==> src/rtl/jtag_host_pkg.sv <==
// Shared types and constants for the JTAG host driver.
package jtag_host_pkg;
  typedef enum logic [1:0] {IDLE, LOW, HIGH, DONE} state_e;

  localparam int JTAG_MAX_BITS = 32;
  localparam int JTAG_LEN_W    = 5;
  localparam int JTAG_MIN_HALF = 4;

  // The last bit of a command carries its own TMS value so a shift can exit in one go.
  function automatic logic tms_for_bit(input logic [JTAG_LEN_W-1:0] idx,
                                       input logic [JTAG_LEN_W-1:0] len,
                                       input logic tms, input logic tms_last);
    return (idx == len) ? tms_last : tms;
  endfunction
endpackage

==> src/rtl/jtag_host_if.sv <==
// Command/response handshake bundle between a harness and the JTAG host driver.
interface jtag_host_if;
  logic                                  i_cmdValid;
  logic                                  o_cmdReady;
  logic [jtag_host_pkg::JTAG_LEN_W-1:0]  i_cmdLen;
  logic [jtag_host_pkg::JTAG_MAX_BITS-1:0] i_cmdData;
  logic                                  i_cmdTms;
  logic                                  i_cmdTmsLast;
  logic                                  o_rspValid;
  logic                                  i_rspReady;
  logic [jtag_host_pkg::JTAG_MAX_BITS-1:0] o_rspData;

  modport master (
    output i_cmdValid, i_cmdLen, i_cmdData, i_cmdTms, i_cmdTmsLast, i_rspReady,
    input  o_cmdReady, o_rspValid, o_rspData
  );

  modport slave (
    input  i_cmdValid, i_cmdLen, i_cmdData, i_cmdTms, i_cmdTmsLast, i_rspReady,
    output o_cmdReady, o_rspValid, o_rspData
  );
endinterface

==> src/rtl/jtag_host_driver_tdo_sync.sv <==
// Two-flop synchronizer bringing the responder's TDO into the system clock domain.
module tdo_synchronizer (
  input  logic i_clk,
  input  logic i_rst,
  input  logic i_d,
  output logic o_q
);
  logic meta_q, sync_q;

  always_ff @(posedge i_clk or posedge i_rst) begin
    if (i_rst) begin
      meta_q <= 1'b0;
      sync_q <= 1'b0;
    end else begin
      meta_q <= i_d;
      sync_q <= meta_q;
    end
  end

  assign o_q = sync_q;
endmodule

==> src/rtl/jtag_host_driver.sv <==
// Host-side JTAG initiator: shifts one 1..32 bit command out on a divided TCK and returns captured TDO.
module jtag_host_driver
  import jtag_host_pkg::*;
#(
  parameter int HALF_PERIOD = 4,
  parameter bit SYNC_TDO    = 1'b1
) (
  input  logic        i_clk,
  input  logic        i_rst,
  jtag_host_if.slave  host,
  output logic        o_jtagTCK,
  output logic        o_jtagTMS,
  output logic        o_jtagTDI,
  input  logic        i_jtagTDO,
  output logic        o_busy
);
  localparam int CNT_W = (HALF_PERIOD > 1) ? $clog2(HALF_PERIOD) : 1;
  localparam logic [CNT_W-1:0] CNT_LOAD = CNT_W'(HALF_PERIOD - 1);

  if (HALF_PERIOD < JTAG_MIN_HALF || HALF_PERIOD > 255) begin : g_bad_half
    $error("jtag_host_driver: HALF_PERIOD must be within 4..255");
  end

  state_e                   state_q, state_d;
  logic [CNT_W-1:0]         cnt_q, cnt_d;
  logic [JTAG_LEN_W-1:0]    idx_q, idx_d, idx_n, len_q, len_d;
  logic [JTAG_MAX_BITS-1:0] data_q, data_d, rsp_q, rsp_d;
  logic tms_q, tms_d, tms_last_q, tms_last_d;
  logic tck_q, tck_d, tms_out_q, tms_out_d, tdi_q, tdi_d;
  logic ready_q, ready_d, rsp_valid_q, rsp_valid_d, busy_q, busy_d;
  logic tdo_s, phase_end;

  if (SYNC_TDO) begin : g_sync
    tdo_synchronizer u_sync (.i_clk(i_clk), .i_rst(i_rst), .i_d(i_jtagTDO), .o_q(tdo_s));
  end else begin : g_direct
    assign tdo_s = i_jtagTDO;
  end

  always_comb begin
    state_d    = state_q;
    cnt_d      = cnt_q;
    idx_d      = idx_q;
    idx_n      = idx_q + JTAG_LEN_W'(1);
    len_d      = len_q;
    data_d     = data_q;
    rsp_d      = rsp_q;
    tms_d      = tms_q;
    tms_last_d = tms_last_q;
    tms_out_d  = tms_out_q;
    tdi_d      = tdi_q;
    phase_end  = (cnt_q == '0);

    unique case (state_q)
      IDLE: begin
        if (ready_q && host.i_cmdValid) begin
          len_d      = host.i_cmdLen;
          data_d     = host.i_cmdData;
          tms_d      = host.i_cmdTms;
          tms_last_d = host.i_cmdTmsLast;
          rsp_d      = '0;
          idx_d      = '0;
          cnt_d      = CNT_LOAD;
          tdi_d      = host.i_cmdData[0];
          tms_out_d  = tms_for_bit('0, host.i_cmdLen, host.i_cmdTms, host.i_cmdTmsLast);
          state_d    = LOW;
        end
      end
      LOW: begin
        if (phase_end) begin
          cnt_d   = CNT_LOAD;
          state_d = HIGH;
        end else begin
          cnt_d = cnt_q - CNT_W'(1);
        end
      end
      HIGH: begin
        if (phase_end) begin
          rsp_d[idx_q] = tdo_s;
          if (idx_q == len_q) begin
            state_d = DONE;
          end else begin
            idx_d     = idx_n;
            cnt_d     = CNT_LOAD;
            tdi_d     = data_q[idx_n];
            tms_out_d = tms_for_bit(idx_n, len_q, tms_q, tms_last_q);
            state_d   = LOW;
          end
        end else begin
          cnt_d = cnt_q - CNT_W'(1);
        end
      end
      DONE: begin
        if (host.i_rspReady) state_d = IDLE;
      end
      default: state_d = IDLE;
    endcase

    // Status outputs are registered copies of the upcoming state.
    tck_d       = (state_d == HIGH);
    ready_d     = (state_d == IDLE);
    rsp_valid_d = (state_d == DONE);
    busy_d      = (state_d != IDLE);
  end

  always_ff @(posedge i_clk or posedge i_rst) begin
    if (i_rst) begin
      state_q     <= IDLE;
      cnt_q       <= '0;
      idx_q       <= '0;
      rsp_q       <= '0;
      tck_q       <= 1'b0;
      tms_out_q   <= 1'b1;
      tdi_q       <= 1'b0;
      ready_q     <= 1'b0;
      rsp_valid_q <= 1'b0;
      busy_q      <= 1'b0;
    end else begin
      state_q     <= state_d;
      cnt_q       <= cnt_d;
      idx_q       <= idx_d;
      rsp_q       <= rsp_d;
      tck_q       <= tck_d;
      tms_out_q   <= tms_out_d;
      tdi_q       <= tdi_d;
      ready_q     <= ready_d;
      rsp_valid_q <= rsp_valid_d;
      busy_q      <= busy_d;
    end
  end

  // Command payload is only consumed after acceptance, so it needs no reset.
  always_ff @(posedge i_clk) begin
    len_q      <= len_d;
    data_q     <= data_d;
    tms_q      <= tms_d;
    tms_last_q <= tms_last_d;
  end

  assign host.o_cmdReady = ready_q;
  assign host.o_rspValid = rsp_valid_q;
  assign host.o_rspData  = rsp_q;
  assign o_jtagTCK       = tck_q;
  assign o_jtagTMS       = tms_out_q;
  assign o_jtagTDI       = tdi_q;
  assign o_busy          = busy_q;
endmodule
==> src/flat_wrapper.sv <==
// flat-port wrapper written by rule: the top's interface ports become plain ports
module jtag_host_driver_flat import jtag_host_pkg::*;
#(
  parameter int HALF_PERIOD = 4,
  parameter bit SYNC_TDO    = 1'b1
)
  (i_clk, i_rst, o_jtagTCK, o_jtagTMS, o_jtagTDI, i_jtagTDO, o_busy, host_i_cmdValid, host_i_cmdLen, host_i_cmdData, host_i_cmdTms, host_i_cmdTmsLast, host_i_rspReady, host_o_cmdReady, host_o_rspValid, host_o_rspData);
  jtag_host_if host_i ();
  input  logic i_clk;
  input  logic i_rst;
  output logic o_jtagTCK;
  output logic o_jtagTMS;
  output logic o_jtagTDI;
  input  logic i_jtagTDO;
  output logic o_busy;
  input wire logic [$bits(host_i.i_cmdValid)-1:0] host_i_cmdValid;
  input wire logic [$bits(host_i.i_cmdLen)-1:0] host_i_cmdLen;
  input wire logic [$bits(host_i.i_cmdData)-1:0] host_i_cmdData;
  input wire logic [$bits(host_i.i_cmdTms)-1:0] host_i_cmdTms;
  input wire logic [$bits(host_i.i_cmdTmsLast)-1:0] host_i_cmdTmsLast;
  input wire logic [$bits(host_i.i_rspReady)-1:0] host_i_rspReady;
  output wire logic [$bits(host_i.o_cmdReady)-1:0] host_o_cmdReady;
  output wire logic [$bits(host_i.o_rspValid)-1:0] host_o_rspValid;
  output wire logic [$bits(host_i.o_rspData)-1:0] host_o_rspData;
  assign host_i.i_cmdValid = host_i_cmdValid;
  assign host_i.i_cmdLen = host_i_cmdLen;
  assign host_i.i_cmdData = host_i_cmdData;
  assign host_i.i_cmdTms = host_i_cmdTms;
  assign host_i.i_cmdTmsLast = host_i_cmdTmsLast;
  assign host_i.i_rspReady = host_i_rspReady;
  assign host_o_cmdReady = host_i.o_cmdReady;
  assign host_o_rspValid = host_i.o_rspValid;
  assign host_o_rspData = host_i.o_rspData;
  jtag_host_driver #(.HALF_PERIOD(HALF_PERIOD), .SYNC_TDO(SYNC_TDO)) u_core (.i_clk(i_clk), .i_rst(i_rst), .host(host_i), .o_jtagTCK(o_jtagTCK), .o_jtagTMS(o_jtagTMS), .o_jtagTDI(o_jtagTDI), .i_jtagTDO(i_jtagTDO), .o_busy(o_busy));
endmodule
==> config.mk <==
export PLATFORM = sky130hd
export DESIGN_NAME = jtag_host_driver_flat
export DESIGN_NICKNAME = d
export VERILOG_FILES = /design/src/rtl/jtag_host_pkg.sv /design/src/rtl/jtag_host_if.sv /design/src/rtl/jtag_host_driver_tdo_sync.sv /design/src/rtl/jtag_host_driver.sv /design/src/flat_wrapper.sv
export SDC_FILE = /design/constraint.sdc
export NUM_CORES = 1
export LEC_CHECK = 0
export BUFFER_PORTS_ARGS = -buffer_cell sky130_fd_sc_hd__buf_2
export CORE_ASPECT_RATIO = 1.1
export CORE_UTILIZATION = 30
export DETAILED_ROUTE_END_ITERATION = 10
export PLACE_DENSITY = 0.52
export SLEW_MARGIN = 30
export SYNTH_ARGS = -nofsm -noshare
export SYNTH_HDL_FRONTEND = slang
export SYNTH_SLANG_ARGS = --single-unit
export TNS_END_PERCENT = 20
==> constraint.sdc <==
create_clock -name i_clk -period 4.3 [get_ports i_clk]
set_input_delay 0.43 -clock i_clk [delete_from_list [all_inputs] [get_ports i_clk]]
set_output_delay 0.43 -clock i_clk [all_outputs]
set_load 0.03 [all_outputs]
==> results.cfg <==
[pwr]
peakVddDrop_v = 0.000249
p_leak_nw = 2.15
power_w = 0.00261
p_per_area_nw_per_um2 = 521

[timing]
fin_tns_setup_ns = 0
period_needed_ns = 3.07
setup_viol = 0
fin_crit_sh = 0.714
clock_skew_ns = 0.00992
tightest_slew_ns = 0.878
rsz0062_at_grt = false
fmax_ghz = 0.326
hold_violations = 0
slew_headroom = 0.414
final_max_slew_viol_count = 0

[cts]
cts_tree = yes
cts_hold_buffers = 0
cts-root-buf = clkbuf_16
clk_path_buf_depth = 2
clkSlewWorstSetupHoldPaths_ns = 0.07
cts_made_buffers = 9
clk_latency_ns = 0.35
cts_resized = 0
htree_levels = 3
post_cts.repair.setup_buffers = 0
cts_num_sinks = 88

[worst_setup_path]
arrival_ns = 3.33
endpoint_kind = flop
critPathMaxStageDelay_ns = 0.62
crit_chain = inv_1 > ha_1 > buf_4 > inv_2 > nor2_1 > or3_1 > nor2_2 > nand3_1 > o21ai_0
critical_path_buf_inv_count = 3
cp_max_fo = 32
slowest_stage = or3_1
setup.worst_path.start_class = flop
worstPathRequired_ns = 4.56
path_class = flop to flop
path_delay_family = simple AND/OR/NAND/NOR gates

[detailed_routing]
via_count = 2981
final_antenna_net_count = 0
routedWlPerCell_um = 15.1
drc = 0
detail_route.iter0.violations = 245
dr.pass1.iters = 4
vias_per_cell = 4.78
routed_wl_um = 9400

[global_routing]
grt_pass1_vias = 2949
track_usage = 0.142
overflow = 0
grt_pass1_wl_um = 15400
grt_max_degree = 50
antenna_found_initial = 0

[floorplan]
die_x_um = 114
core_um2 = 13400
start_util = 0.311
dieArea_um2 = 14400
row_count = 44
fp.dieH_um = 126
ioPinCount = 82

[synth]
synth.avg_cell_area_um2 = 11.5
synth_area_um2 = 4160
synth_top_family_by_area = compound AO/OA/AOI/OAI gates
ys_warn_count = 0
synth_fa_ha_area_frac = 0.0270
muxShareOfSynthArea = 0.0835
synthTopCellsByCount = 48 x dfrtp_1, 46 x o21ai_0, 45 x nand2_1
synth_top_area_frac = 0.288
async_flop_share = 0.557
synth_fp_nets = 414
synthXorXnorAreaFrac = 0.0270
postSynthCellCount = 361
ys_seq_area_frac = 0.576
synth_area_leader_cell = dfrtp_1
synth_compound_area_frac = 0.138
synth-seq-cells = 88
synth-simple-area-share = 0.111
ys_types = 51
synth_edf_count = 39
synthFlopType = dfrtp_1
yosysMostFrequentCell = dfrtp_1
synth_area_leaders = dfrtp_1 29%, edfxtp_1 28%, o21ai_0 5.5%

[min_path]
holdCritPathClass = primary input to asynchronous set/reset pin

[outcome]
status = finished clean

[placement]
place_area_um2 = 4730
detailed_place_hpwl_um = 6490
place_congestion = 0.782
io_buffer_count = 81

[cells_and_area]
drive_gt1_frac = 0.273
nets = 488
syn_to_final_growth_pct = 20.3
final_core_util = 0.375
stdcell_area_um2 = 5010
num-fill-cells = 1327
diodes = 0

[flow_run]
maxCapViolations = 0
where the power goes:
part | switching [W] | internal (W)
registers | 0.0000564 | 0.00101
logic | 0.000524 | 0.000276
clock network | 0.000351 | 0.000400
layer usage:
layer / track usage / vias to the layer above / wire (um)
li1: - / 1448 / -
met1: 0.199 / 1411 / 4400
met2: 0.202 / 101 / 4250
met3: 0.0320 / 21 / 472
met4: 0.0787 / 0 / 277
met5: 0 / - / 0
stage by stage:
step	hold slack (ns)	setup WS [ns]	cells
after floorplan	0.331	2.07	361
after global placement	0.340	1.31	608
after detailed placement	0.340	1.17	608
after CTS	0.176	1.17	624
after global routing	0.180	0.902	624
final	0.163	1.23	624
layout by cell type (no fill, tap or decap), types with 2 or more instances in the layout:
| cell type | count |
|---|---|
| buf_2 | 81 |
| dfrtp_1 | 48 |
| o21ai_0 | 46 |
| nand2_1 | 45 |
| edfxtp_1 | 39 |
| a21oi_1 | 22 |
| mux2i_1 | 16 |
| nor2_1 | 15 |
| inv_1 | 15 |
| nand3_1 | 10 |
| ha_1 | 9 |
| clkbuf_16 | 9 |
| xor2_1 | 8 |
| mux4_2 | 6 |
| o22ai_1 | 4 |
| o31ai_1 | 4 |
| nor3_1 | 4 |
| a22o_1 | 4 |
| nand2b_1 | 3 |
| nand4_1 | 3 |
| nor2b_1 | 3 |
| xnor2_1 | 3 |
| inv_6 | 3 |
| buf_4 | 3 |
| nor3_2 | 2 |
| and2_1 | 2 |
| mux4_1 | 2 |
| a41oi_1 | 2 |
| clkinv_4 | 2 |
sequential cells by signal (all words and copies together), names as in the netlist:
signal	count
u_core.o_busy	1
u_core.o_jtagTCK	1
u_core.host.o_cmdReady	1
u_core.tms_q	1
u_core.host.o_rspValid	1
u_core.len_q	5
u_core.state_q	2
u_core.tms_last_q	1
u_core.g_sync.u_sync.o_q	1
u_core.idx_q	5
u_core.g_sync.u_sync.meta_q	1
u_core.o_jtagTDI	1
u_core.cnt_q	2
u_core.data_q	32
u_core.host.o_rspData	32
u_core.o_jtagTMS	1
final cells by class:
type	instances	area, um2	share of cell area
Sequential cell	88	2400	0.479
Multi-Input combinational cell	235	1610	0.321
Timing Repair Buffer	84	428	0.0854
Tap cell	184	230	0.0459
Clock buffer	10	229	0.0457
Inverter	17	66.3	0.0132
Clock inverter	6	51.3	0.0102
logic make-up after synthesis:
group,Yosys count
DFF,88
xor gates and xnor gates,12
and+or+nand+nor,97
buffers and inverters,38
adders and majority gates,9
muxes,24
AOI/OAI and AO/OA,93
path summary, 6_finish.rpt:
kind,startpoint,end,slack (ns),cells past startpoint
hold / removal,i_rst,u_core.g_sync.u_sync.o_q,0.16,2
min in group i_clk,i_jtagTDO,u_core.g_sync.u_sync.meta_q,0.19,1
max in group asynchronous,i_rst,u_core.idx_q[3],3.71,2
setup / recovery,u_core.state_q[0],u_core.host.o_rspData[28],1.23,9
hold reg to reg,u_core.g_sync.u_sync.meta_q,u_core.g_sync.u_sync.o_q,0.35,0
setup reg to reg,u_core.state_q[0],u_core.host.o_rspData[28],1.23,9
No activity file was read; power rests on OpenSTA's default activity.
